File: config.mk
export PLATFORM = sky130hd
export DESIGN_NAME = pc_fetch16
export DESIGN_NICKNAME = d
export VERILOG_FILES = /design/src/rtl/pc_fetch16.sv
export SDC_FILE = /design/constraint.sdc
export NUM_CORES = 1
export LEC_CHECK = 0
export CORE_ASPECT_RATIO = 1.4
export CORE_UTILIZATION = 41
export CTS_CLUSTER_SIZE = 40
export DETAILED_ROUTE_END_ITERATION = 16
export HOLD_SLACK_MARGIN = 0.15
export PLACE_DENSITY_LB_ADDON = 0.12
export SLEW_MARGIN = 20
export SYNTH_ARGS = -nofsm -noshare
export SYNTH_HDL_FRONTEND = slang
export SYNTH_SLANG_ARGS = --single-unit
File: constraint.sdc
create_clock -name clk -period 1.8 [get_ports clk]
set_clock_uncertainty 0.05 [all_clocks]
set_input_delay 0.36 -clock clk [delete_from_list [all_inputs] [get_ports clk]]
set_output_delay 0.36 -clock clk [all_outputs]
set_load 0.005 [all_outputs]
File: src/rtl/pc_fetch16.sv
// Purpose: 16-bit program counter that issues fetch addresses to instruction memory; advance, redirect and park.
// Latency: all outputs registered; a redirect (load/clr) or an accepted advance shows on out one cycle later.
// Backpressure: out holds while addr_valid=1 and addr_ready=0; inc without accept is dropped, not queued.
//
// Ports:
//   clk, rst_n            clock, synchronous active-low reset
//   in[15:0], load        jump target and redirect strobe
//   inc                   request sequential advance (only honoured on accept)
//   clr                   soft clear to RESET_ADDR, also clears wrap
//   halt                  park the fetch stream (addr_valid drops next cycle)
//   addr_ready            instruction memory accepts out this cycle
//   out[15:0], addr_valid fetch request
//   wrap                  sticky: a sequential advance went FFFF -> 0000
//   fetch_cnt[31:0]       accepted-fetch counter, present only with PC_FETCH_COUNT_EN defined

module inc16 (
    input  logic [15:0] in,
    output logic [15:0] out
);
    assign out = in + 16'd1;
endmodule

module pc_fetch16 #(
    parameter logic [15:0] RESET_ADDR = 16'h0000
) (
    input  logic        clk,
    input  logic        rst_n,
    input  logic [15:0] in,
    input  logic        load,
    input  logic        inc,
    input  logic        clr,
    input  logic        halt,
    input  logic        addr_ready,
    output logic [15:0] out,
    output logic        addr_valid,
    output logic        wrap
`ifdef PC_FETCH_COUNT_EN
    ,
    output logic [31:0] fetch_cnt
`endif
);

    typedef enum logic [1:0] {
        ST_RST     = 2'd0,
        ST_FETCH   = 2'd1,
        ST_HALTED  = 2'd2
    } state_t;

    state_t      state;
    state_t      state_nxt;
    logic [15:0] pc_seq;
    logic [15:0] pc_nxt;
    logic        wrap_nxt;
    logic        acc;

    inc16 u_inc16 (
        .in  (out),
        .out (pc_seq)
    );

    assign acc = addr_valid & addr_ready;

    // Next state: halt parks from any live state; releasing halt resumes fetching.
    always_comb begin
        state_nxt = state;
        case (state)
            ST_RST:    state_nxt = halt ? ST_HALTED : ST_FETCH;
            ST_FETCH:  state_nxt = halt ? ST_HALTED : ST_FETCH;
            ST_HALTED: state_nxt = halt ? ST_HALTED : ST_FETCH;
            default:   state_nxt = ST_RST;
        endcase
    end

    // PC update, priority clr > load > accepted inc. load/clr act in every state
    // so a redirect while halted is the first address presented on resume.
    always_comb begin
        pc_nxt   = out;
        wrap_nxt = wrap;
        if (clr) begin
            pc_nxt   = RESET_ADDR;
            wrap_nxt = 1'b0;
        end else if (load) begin
            pc_nxt = in;
        end else if (inc && acc) begin
            pc_nxt = pc_seq;
            if (out == 16'hFFFF) begin
                wrap_nxt = 1'b1;
            end
        end
    end

    always_ff @(posedge clk) begin
        if (!rst_n) begin
            state      <= ST_RST;
            out        <= RESET_ADDR;
            addr_valid <= 1'b0;
            wrap       <= 1'b0;
        end else begin
            state      <= state_nxt;
            out        <= pc_nxt;
            // Registered copy of the FETCH decode so addr_valid comes straight from a flop.
            addr_valid <= (state_nxt == ST_FETCH);
            wrap       <= wrap_nxt;
        end
    end

`ifdef PC_FETCH_COUNT_EN
    // clr takes precedence over a simultaneous accept.
    always_ff @(posedge clk) begin
        if (!rst_n) begin
            fetch_cnt <= 32'd0;
        end else if (clr) begin
            fetch_cnt <= 32'd0;
        end else if (acc) begin
            fetch_cnt <= fetch_cnt + 32'd1;
        end
    end
`endif

endmodule

### After elaboration in Yosys (flattened, before gate mapping)

Index checks and enable logic that the tools add are counted.

* register bits after elaboration: 20
* latch bits: 0
* memory bits (writable): 0
* bits in read-only memories: 0
* logic and storage cells: 22
* memories kept: 0

* $add $sub $neg: 1
* $mul: 0
* divide/modulo/power cells: 0
* order comparisons: 0
* equality and inequality tests: 4
* shift-type cells: 0
* multiplexer cells: 4
* bitwise gates (word level): 3
* reductions and logical operators: 6

Operators by type and width (number)
* $mux W16: 2
* $add A16 B1 Y16 const B: 1
* $eq A16 B16 Y1 const B: 1
* $eq A2 B1 Y1 const B: 2
* $mux W2: 2
* $reduce_and A3 Y1: 1
* $reduce_or A3 Y1: 1
* $eq A2 B2 Y1 const B: 1
* $logic_not A2 Y1: 1
* $not A1 Y1: 2
* $reduce_bool A2 Y1: 1
* $reduce_or A2 Y1: 1
* $and A1 B1 Y1: 1
* $logic_and A1 B1 Y1: 1

### Longest topological paths before layout

Gate-level depths: netlist of run 1.

* word-level depth: 4
* gate-level depth with buffers: 5
* gate-level depth less buffers: 5

### Cells and area by module

A second synthesis of run 1 with hierarchy kept.

* cells, all modules: 133
* area total of the unflattened synthesis: 1242.4 um^2

Modules (own cells, without submodules)
* pc_fetch16: instances 1, cells an instance 90, area each 944.7 um^2, sequential area each 380.4 um^2
* inc16: instances 1, cells an instance 43, area each 297.8 um^2, sequential area each 0.0 um^2

### Worst setup path after synthesis of run 1

No wires, ideal clock.

* kind: flip-flop to flip-flop
* start: register out[0]
* end: register out[14]
* library setup time: 0.122 ns
* arrival time: 1.419 ns
* slack: 0.209 ns
* cell stages (with the launch flop): 6
* path buffers: 0
* period minus slack after synthesis: 1.591 ns
* cells stage by stage: dfxtp_1 > ha_1 > nand2_1 > nor3_1 > a21boi_0 > o311a_1

* word-level cells in the longest chain between the ends: 3

Ends and longest elaborated chain
* start, declared: RTL line 34 `output logic [15:0] out,`
* start signal, assigned: RTL line 100 `out <= pc_nxt;`
* $add A16 B1 Y16: RTL line 20 `assign out = in + 16'd1;`
* $mux W16: RTL line 84 `end else if (inc && acc) begin`
* $mux W16: RTL line 82 `end else if (load) begin`

Every way passes these cells. The select of a mux whose other input is x is not followed.
A chain may end at the register's enable or synchronous reset.

### Worst setup path in the final report of run 1

* start: input port inc
* end: register out[15]

* word-level cells in the longest chain between the ends: 2

Ends and longest elaborated chain
* start, declared: RTL line 30 `input logic inc,`
* $logic_and A1 B1 Y1: RTL line 84
* $reduce_bool A2 Y1 (no source line)

Every way passes these cells.

==> out/metrics.csv, run 1 <==
stage;metric;value;unit
layout;most common cell after layout, fill and taps aside;clkdlybuf4s50_1;
setup_path;Slowest-stage cell, CP;clkdlybuf4s50_1;
timing;final setup vio count;0;
setup_path;Setup CP Type;input pin to flop;
placed_design;dpl ws;-290;ps
clock_tree;clock slew seen by the registers of the worst setup and hold paths;100;ps
global_route;Overflow after GRT;0;
clock_tree;clock tree sinks;19;
routing;DRT iter0 DRCs;12;
global_route;largest net degree at the start of global routing;20;
pwr;Static Leak;0.000555;µW
flow_run;MaxCap Viol Count;0;
logic_synthesis;Synth Area in Adders;1.28;%
global_route;first-pass GRT wire length;4100;µm
global_route;initial antenna violation count;0;
timing;Worst Max-Slew Pin Slew;370;ps
placed_design;Placed Instances;182;
pwr;peak supply drop;0.429;mV
clock_tree;H-tree depth;1;
logic_synthesis;Avg Cell Area, Syn;8.51;µm²
die;Std-Cell Rows;20;
global_route;Total GRT Usage;21.1;%
pwr;clock share of power;26.0;%
timing;final hold vios;0;
setup_path;Worst path max stage delay;500;ps
pwr;combinational share of power;17.8;%
routing;TritonRoute pass-1 iters;4;
run_status;outcome;complete, no violations;
pwr;sequential share of power;56.2;%
min_path;Hold Crit Class;flop to flop;
placed_design;dpl cell area;0.00146;mm²
logic_synthesis;syn nets;139;
pwr;Pwr Density;542;mW/mm²
clock_tree;Setup Fix Bufs, Post-CTS;0;
layout;antenna cells;0;
layout;most frequent cells in the layout;clkdlybuf4s50_1, dfxtp_1, o21ai_0;
logic_synthesis;sequential-to-total area share from yosys stat;38.9;%
die;die width;43.3;µm
clock_tree;Root Buffer;clkbuf_4;
setup_path;cell family with most CP delay;simple AND/OR/NAND/NOR gates;
clock_tree;CTS Buffer Depth;2;
die;I/O pin count;41;
pwr;Power Internal;622;µW
routing;DRC viols;0;
logic_synthesis;Synth Warn #;0;
die;initial core utilization;44.4;%
layout;Layout area overhead;53.3;%
placed_design;# port buffers;40;
logic_synthesis;XOR/XNOR share of the synthesized area;9.85;%
layout;post-route cell area;0.00150;mm²
logic_synthesis;flip-flop and latch count after synthesis;19;
timing;min Tclk post-route;1740;ps
die;Die Ht;59.8;µm
logic_synthesis;Synth Flop Type;dfxtp_1;
logic_synthesis;synthesized area;978;µm²
logic_synthesis;Synth Area in Compound Gates;19.3;%
setup_path;endpoint class of the critical path;flop;
timing;fin. max-slew vios;0;
pwr;sw frac;23.5;%
clock_tree;clock latency on the worst-skew pair;290;ps
timing;unrepaired setup endpoints after global routing;no;
die;Placeable Area;0.00220;mm²
timing;Max-slew headroom;75.0;%
setup_path;Crit path buffers/inverters;1;
logic_synthesis;Synth cell types;31;
placed_design;Placer Congestion;0.737;
setup_path;worst path arrival time;1890;ps
logic_synthesis;mux share of post-synthesis cell area;1.02;%
logic_synthesis;cells after synthesis;115;
pwr;sw power;191;µW
setup_path;Startpoint Class;input pin;
timing;fin crit share;96.8;%
timing;final worst setup slack;57.3;ps
logic_synthesis;largest family of logic cells by synthesized area;simple AND/OR/NAND/NOR gates;
logic_synthesis;ys async rst share;0;%
layout;non-filler cells, final;186;
routing;detailed-route wire length per cell;12.5;µm
setup_path;crit-path max FO;3;
clock_tree;CTS Hold Bufs;0;
timing;Fmax;574;MHz
clock_tree;total CTS buffers;3;
setup_path;worst-path cell chain;clkdlybuf4s50_1 > nand4_1 > or3_4 > o21a_1 > o311a_1;
routing;DRT antenna net count;0;
clock_tree;CTS tree;built;
layout;Layout Nets;189;
routing;final WL;2330;µm
global_route;vias in the first global route;937;
logic_synthesis;number of synthesized flops with an enable pin;0;
layout;fraction of layout cells with a size suffix above 1;10.4;%
setup_path;Worst Path Required;1940;ps
die;Die ar.;0.00259;mm²
placed_design;Detailed Place HPWL;1710;µm
logic_synthesis;post-synthesis simple-gate area fraction;26.9;%
routing;vias per cell;5.35;
routing;via count;995;
-- cell usage after synthesis, drive strengths merged (2+ instances only) --
master	instances	area (µm²)
nor2	2	7.51
and2	3	18.8
nand3	4	20.0
dfxtp	19	380
o21ai	11	55.1
inv	2	7.51
nor2b	2	12.5
nand2	10	37.5
xor2	3	26.3
clkbuf	3	11.3
nand2b	5	31.3
nand4	3	25.0
and3	3	18.8
xnor2	8	70.1
a21oi	9	45.0
nor4	3	18.8
o311a	4	40.0
nor3	7	35.0
o21a	3	22.5
-- registers in the layout, indices dropped and copies added, names as in the netlist --
register    flops
wrap            1
state           1
addr_valid      1
out            16
-- kinds of logic after synthesis --
family	count (synthesis)
AND/OR/NAND/NOR	46
AO/OA/AOI/OAI	30
flip-flops	19
XOR/XNOR	11
buffers and inverters	7
multiplexers	1
adder cells (fa/ha/maj)	1
-- stage by stage --
stage | hold WS (ps) | total power, µW | util, % | TNS, ps
floorplan | 382 | 511 | - | 0
global placement | 430 | 607 | 66.2 | -2000
detailed placement | 439 | 611 | 66.2 | -2280
CTS | 456 | 825 | 67.4 | 0
global route | 497 | 858 | 68.1 | 0
finish | 450 | 813 | 68.1 | 0
-- power groups by stage --
stage,Clock [µW],Sequential [µW],Combinational [µW]
2_1_floorplan,0,466,45.4
3_3_place_gp,0,465,142
3_5_place_dp,0,466,145
4_1_cts,222,457,146
5_1_grt,238,461,159
6_report,211,457,145
-- worst reg2reg max path: stages, from the launching register on --
cell     delay [ps]
dfxtp_1         440
nand4_2         220
or3_4           390
o21a_1          200
o311a_1         290
-- worst paths after layout --
path	cells after the start	from	slack, ps	to
setup / recovery	5	inc	60	out[15]
hold / removal	3	state[1]	450	addr_valid
setup reg to reg	4	out[5]	110	out[15]
hold reg to reg	3	state[1]	450	addr_valid
-- final cells by class --
class                           count  area, µm²
Sequential cell                    19        380
Timing Repair Buffer               49        468
Multi-Input combinational cell     89        587
Clock buffer                        4       26.3
Tap cell                           22       27.5
Fill cell                         185        702
Inverter                            3       11.3
-- per-layer routing --
metal | global-route usage (%) | up-vias | share of wire, %
met1 | 26.1 | 438 | 44
met2 | 34.8 | 32 | 48
met5 | 0 | - | 0
met4 | 10.8 | 0 | 2.6
li1 | - | 518 | -
met3 | 3.93 | 7 | 4.8
-- repair_timing --
| item | 4_1_cts | 5_1_grt |
|---|---|---|
| endpoints found under the hold margin | 0 | 0 |
| endpoints found under the setup margin | 0 | 6 |
| gates resized for setup | 0 | 3 |
Note: power is estimated with default switching activity, not from simulation.
==> run 2, diff against run 1 <==
--- a/config.mk
+++ b/config.mk
@@ -6,7 +6,7 @@
 export NUM_CORES = 1
 export LEC_CHECK = 0
 export CORE_ASPECT_RATIO = 1.4
-export CORE_UTILIZATION = 41
+export CORE_UTILIZATION = 42
 export CTS_CLUSTER_SIZE = 40
 export DETAILED_ROUTE_END_ITERATION = 16
 export HOLD_SLACK_MARGIN = 0.15
==> constraint.sdc (replaced) <==
create_clock -name clk -period 2.1 [get_ports clk]
set_clock_uncertainty 0.05 [all_clocks]
set_input_delay 0.42 -clock clk [delete_from_list [all_inputs] [get_ports clk]]
set_output_delay 0.42 -clock clk [all_outputs]
set_load 0.005 [all_outputs]
==> out/metrics.csv, run 2 (synthesis gave the netlist of run 1 again) <==
stage;metric;value;unit
clock_tree;clock latency on the worst-skew pair;300;ps
clock_tree;H-tree depth;1;
placed_design;# port buffers;40;
pwr;peak supply drop;0.336;mV
timing;final worst setup slack;240;ps
placed_design;Detailed Place HPWL;1720;µm
timing;fin. max-slew vios;0;
clock_tree;CTS Hold Bufs;0;
setup_path;worst-path cell chain;clkdlybuf4s50_1 > nand4_1 > buf_4 > nor3_1 > buf_4 > and3b_1 > o311a_1;
placed_design;Placer Congestion;0.762;
routing;DRT iter0 DRCs;11;
global_route;first-pass GRT wire length;4220;µm
setup_path;Slowest-stage cell, CP;clkdlybuf4s50_1;
run_status;outcome;complete, no violations;
clock_tree;Post-CTS Resized;0;
die;I/O pin count;41;
setup_path;endpoint class of the critical path;flop;
layout;Layout Nets;188;
setup_path;crit-path max FO;6;
placed_design;dpl cell area;0.00145;mm²
setup_path;Worst Path Required;2310;ps
pwr;Static Leak;0.000552;µW
routing;DRC viols;0;
routing;Top Metal Used;met4;
layout;max reg flops;16;
setup_path;CP Depth;7;
setup_path;worst path arrival time;2070;ps
routing;met2 WL;1180;µm
timing;final hold vios;0;
layout;most frequent cells in the layout;clkdlybuf4s50_1, dfxtp_1, o21ai_0;
layout;post-route cell area;0.00148;mm²
timing;Max-slew headroom;75.5;%
die;Die Ht;59.1;µm
layout;fraction of layout cells with a size suffix above 1;8.59;%
clock_tree;Setup Fix Bufs, Post-CTS;0;
setup_path;FF-to-FF Start;out[0];
clock_tree;clock tree sinks;19;
routing;met1 WL;1030;µm
global_route;Total GRT Usage;21.1;%
layout;Top reg by flops;out;
clock_tree;total CTS buffers;3;
timing;Worst Max-Slew Pin Slew;365;ps
global_route;vias in the first global route;977;
pwr;Final Power;702;µW
die;Std-Cell Rows;20;
min_path;Hold Crit Class;flop to flop;
setup_path;Startpoint Class;input pin;
timing;fin crit share;88.6;%
timing;final setup vio count;0;
clock_tree;CTS Buffer Depth;2;
layout;most common cell after layout, fill and taps aside;clkdlybuf4s50_1;
global_route;Overflow after GRT;0;
setup_path;reg-to-reg slack, setup;390;ps
timing;min Tclk post-route;1860;ps
timing;unrepaired setup endpoints after global routing;no;
pwr;Pwr Density;475;mW/mm²
routing;final WL;2360;µm
setup_path;Critical Path Most Common Cell;buf_4;
min_path;WHS Endpoint;addr_valid;
global_route;initial antenna violation count;0;
routing;vias per cell;5.48;
layout;non-filler cells, final;185;
routing;TritonRoute pass-1 iters;4;
routing;DRT antenna net count;0;
min_path;Worst Hold Path Cells;3;
setup_path;Crit path buffers/inverters;3;
die;Placeable Area;0.00218;mm²
layout;Layout area overhead;51.0;%
routing;metal3 WL;123;µm
placed_design;dpl ws;-90.7;ps
layout;FILL cells;197;
global_route;largest net degree at the start of global routing;20;
setup_path;Worst path max stage delay;500;ps
layout;Final Util;67.9;%
min_path;hold_sp;state[1];
clock_tree;CTS tree;built;
timing;Fmax;537;MHz
setup_path;FF-to-FF End;out[14];
clock_tree;clock slew seen by the registers of the worst setup and hold paths;110;ps
routing;detailed-route wire length per cell;12.8;µm
layout;antenna cells;0;
flow_run;MaxCap Viol Count;0;
setup_path;cell family with most CP delay;buffers and inverters;
placed_design;Placed Instances;181;
clock_tree;Root Buffer;clkbuf_4;
setup_path;Setup CP Type;input pin to flop;
die;Die ar.;0.00253;mm²
setup_path;R2R depth;6;
die;die width;42.8;µm
die;initial core utilization;44.9;%
routing;via count;1013;
-- run 2: worst max path at each step --
| stage | slack [ps] | end | startpoint |
|---|---|---|---|
| CTS | 220 | out[14] | inc |
| global route | 120 | out[14] | inc |
| detailed placement | -90 | out[14] | inc |
| global placement | -30 | out[14] | inc |
| finish | 240 | out[14] | inc |
| floorplan | 510 | out[14] | out[0] |
-- run 2: metrics by stage --
step | setup TNS (ps) | hold WS, ps
floorplan | 0 | 417
global placement | -47.6 | 429
detailed placement | -188 | 440
CTS | 0 | 459
global route | 0 | 491
finish | 0 | 454
-- run 2: area by class of cell --
class	count	area (µm²)	area share [%]
multi-input combinational	89	571	38.6
timing repair buffer	48	460	31.2
sequential	19	380	25.7
tap	22	27.5	1.86
clock buffer	3	22.5	1.52
inverter	3	11.3	0.762
clock inverter	1	5.00	0.339
-- run 2: worst reg2reg max path: cells and delay by family (launching register included) --
kind                       cells  cell delay [ps]
adders and majority gates      1              200
DFF                            1              440
AOI/OAI and AO/OA              1              150
and+or+nand+nor                3              630
buffers and inverters          1              180
-- run 2: power by group --
part           internal (µW)  switching [µW]  total [µW]
combinational           81.4            39.1         121
clock                   71.1             117         189
sequential               375            17.5         393
total                    528             174         702
-- run 2: routing by layer --
| metal | vias to the layer above | global-route usage, % |
|---|---|---|
| li1 | 514 | - |
| met3 | 5 | 2.13 |
| met4 | 0 | 6.70 |
| met1 | 459 | 26.6 |
| met5 | - | 0 |
| met2 | 35 | 37.2 |
==> run 3, diff against run 2 <==
--- a/config.mk
+++ b/config.mk
@@ -11,6 +11,7 @@
 export DETAILED_ROUTE_END_ITERATION = 16
 export HOLD_SLACK_MARGIN = 0.15
 export PLACE_DENSITY_LB_ADDON = 0.12
+export REMOVE_ABC_BUFFERS = 1
 export SLEW_MARGIN = 20
 export SYNTH_ARGS = -nofsm -noshare
 export SYNTH_HDL_FRONTEND = slang
==> out/metrics.csv, run 3 (synthesis gave the netlist of run 1 again) <==
stage;metric;value;unit
setup_path;crit-path max FO;11;
setup_path;Critical Path Source;inc;
global_route;first-pass GRT wire length;4110;µm
placed_design;Detailed Place HPWL;1800;µm
clock_tree;CTS tree;built;
setup_path;R2R depth;4;
routing;detailed-route wire length per cell;12.9;µm
layout;most common cell after layout, fill and taps aside;clkdlybuf4s50_1;
timing;min Tclk post-route;1840;ps
timing;Fmax;543;MHz
layout;max reg flops;16;
setup_path;Worst Path Required;2230;ps
setup_path;endpoint class of the critical path;flop;
clock_tree;CTS Hold Bufs;0;
routing;DRC viols;0;
die;I/O pin count;41;
die;Std-Cell Rows;20;
clock_tree;total CTS buffers;3;
placed_design;dpl ws;-57.2;ps
setup_path;Startpoint Class;input pin;
timing;Worst Max-Slew Pin Slew;449;ps
timing;unrepaired setup endpoints after global routing;no;
layout;Layout area overhead;48.6;%
timing;final worst setup slack;258;ps
setup_path;FF-to-FF Start;out[0];
clock_tree;CTS Buffer Depth;2;
die;initial core utilization;44.9;%
setup_path;worst path arrival time;1980;ps
setup_path;CP Depth;6;
setup_path;cell family with most CP delay;buffers and inverters;
setup_path;worst setup path end;out[14];
setup_path;Crit path buffers/inverters;2;
routing;DRT iter0 DRCs;9;
timing;final hold vios;0;
layout;post-route cell area;0.00145;mm²
setup_path;Worst path max stage delay;490;ps
flow_run;MaxCap Viol Count;0;
layout;antenna cells;0;
global_route;Overflow after GRT;0;
clock_tree;H-tree depth;1;
routing;DRT antenna net count;0;
min_path;Hold Crit Class;flop to flop;
die;Die ar.;0.00253;mm²
pwr;Final Power;694;µW
layout;Top reg by flops;out;
clock_tree;clock tree sinks;19;
setup_path;worst-path cell chain;clkdlybuf4s50_1 > nand4_1 > buf_4 > nor3_1 > a21boi_0 > o311a_1;
global_route;Total GRT Usage;21.1;%
timing;setup_tns;0;ps
clock_tree;Root Buffer;clkbuf_4;
setup_path;Setup CP Type;input pin to flop;
global_route;initial antenna violation count;0;
global_route;largest net degree at the start of global routing;20;
global_route;vias in the first global route;961;
clock_tree;Setup Fix Bufs, Post-CTS;0;
layout;Layout Nets;185;
timing;fin crit share;87.7;%
pwr;Static Leak;0.000535;µW
clock_tree;Post-CTS Resized;0;
routing;TritonRoute pass-1 iters;2;
placed_design;# port buffers;40;
pwr;Pwr Density;477;mW/mm²
layout;FILL cells;208;
clock_tree;clock slew seen by the registers of the worst setup and hold paths;100;ps
run_status;outcome;complete, no violations;
setup_path;FF-to-FF End;out[15];
timing;fin. max-slew vios;0;
pwr;peak supply drop;0.335;mV
layout;fraction of layout cells with a size suffix above 1;6.25;%
routing;via count;983;
routing;final WL;2340;µm
die;Die Ht;59.1;µm
timing;final setup vio count;0;
routing;vias per cell;5.40;
timing;Max-slew headroom;69.9;%
placed_design;dpl cell area;0.00143;mm²
setup_path;reg-to-reg slack, setup;410;ps
die;Placeable Area;0.00218;mm²
placed_design;Placer Congestion;0.745;
setup_path;Slowest-stage cell, CP;clkdlybuf4s50_1;
die;die width;42.8;µm
min_path;hold_sp;state[1];
layout;most frequent cells in the layout;clkdlybuf4s50_1, dfxtp_1, o21ai_0;
clock_tree;clock latency on the worst-skew pair;290;ps
run 3: changes by cell type in the layout (fill, tap and decap cells not counted), sizes merged:
cell,previous run,this run
buf,8,5
clkbuf,3,4
clkinv,2,1
run 3: layer usage:
layer | part of all wire (%) | up-vias | GRT usage (%)
met4 | 0.73 | 0 | 6.70
met1 | 41 | 452 | 23.3
li1 | - | 505 | -
met3 | 3.6 | 2 | 2.74
met5 | 0 | - | 0
met2 | 55 | 24 | 40.7
run 3: layout make-up:
cell class,count,area (µm²),area share [%]
well taps,22,27.5,1.89
flip-flops and latches,19,380,26.2
inverters,3,11.3,0.775
multi-input cells,89,571,39.2
repair buffers,45,438,30.1
clock buffers,4,26.3,1.81
run 3: worst min-delay path by stage:
stage / to / slack (ps) / depth (start not counted)
after floorplan: addr_valid / 420 / 3
after global routing: addr_valid / 490 / 3
after detailed placement: addr_valid / 440 / 3
after global placement: addr_valid / 430 / 3
after CTS: addr_valid / 460 / 3
final: addr_valid / 450 / 3
run 3: worst min-delay path, stage by stage (launching register included):
cell and delay [ps]:
dfxtp_1 320, nand2_1 60, nand2_1 60, nor2_1 30
run 3: power breakdown:
group          internal (µW)  leakage [µW]  total, µW  switching, µW
Clock                   73.7     0.0000150        182            108
Combinational           80.0      0.000365        119           39.1
Sequential               375      0.000156        393           17.3
Total                    529      0.000535        694            165
run 3: per-stage QoR:
stage               utilization [%]  instances  hold WS (ps)
floorplan                         -        111           417
global placement               65.6        178           432
detailed placement             65.6        178           439
CTS                            66.8        182           455
global route                   66.8        182           490
finish                         66.8        182           449
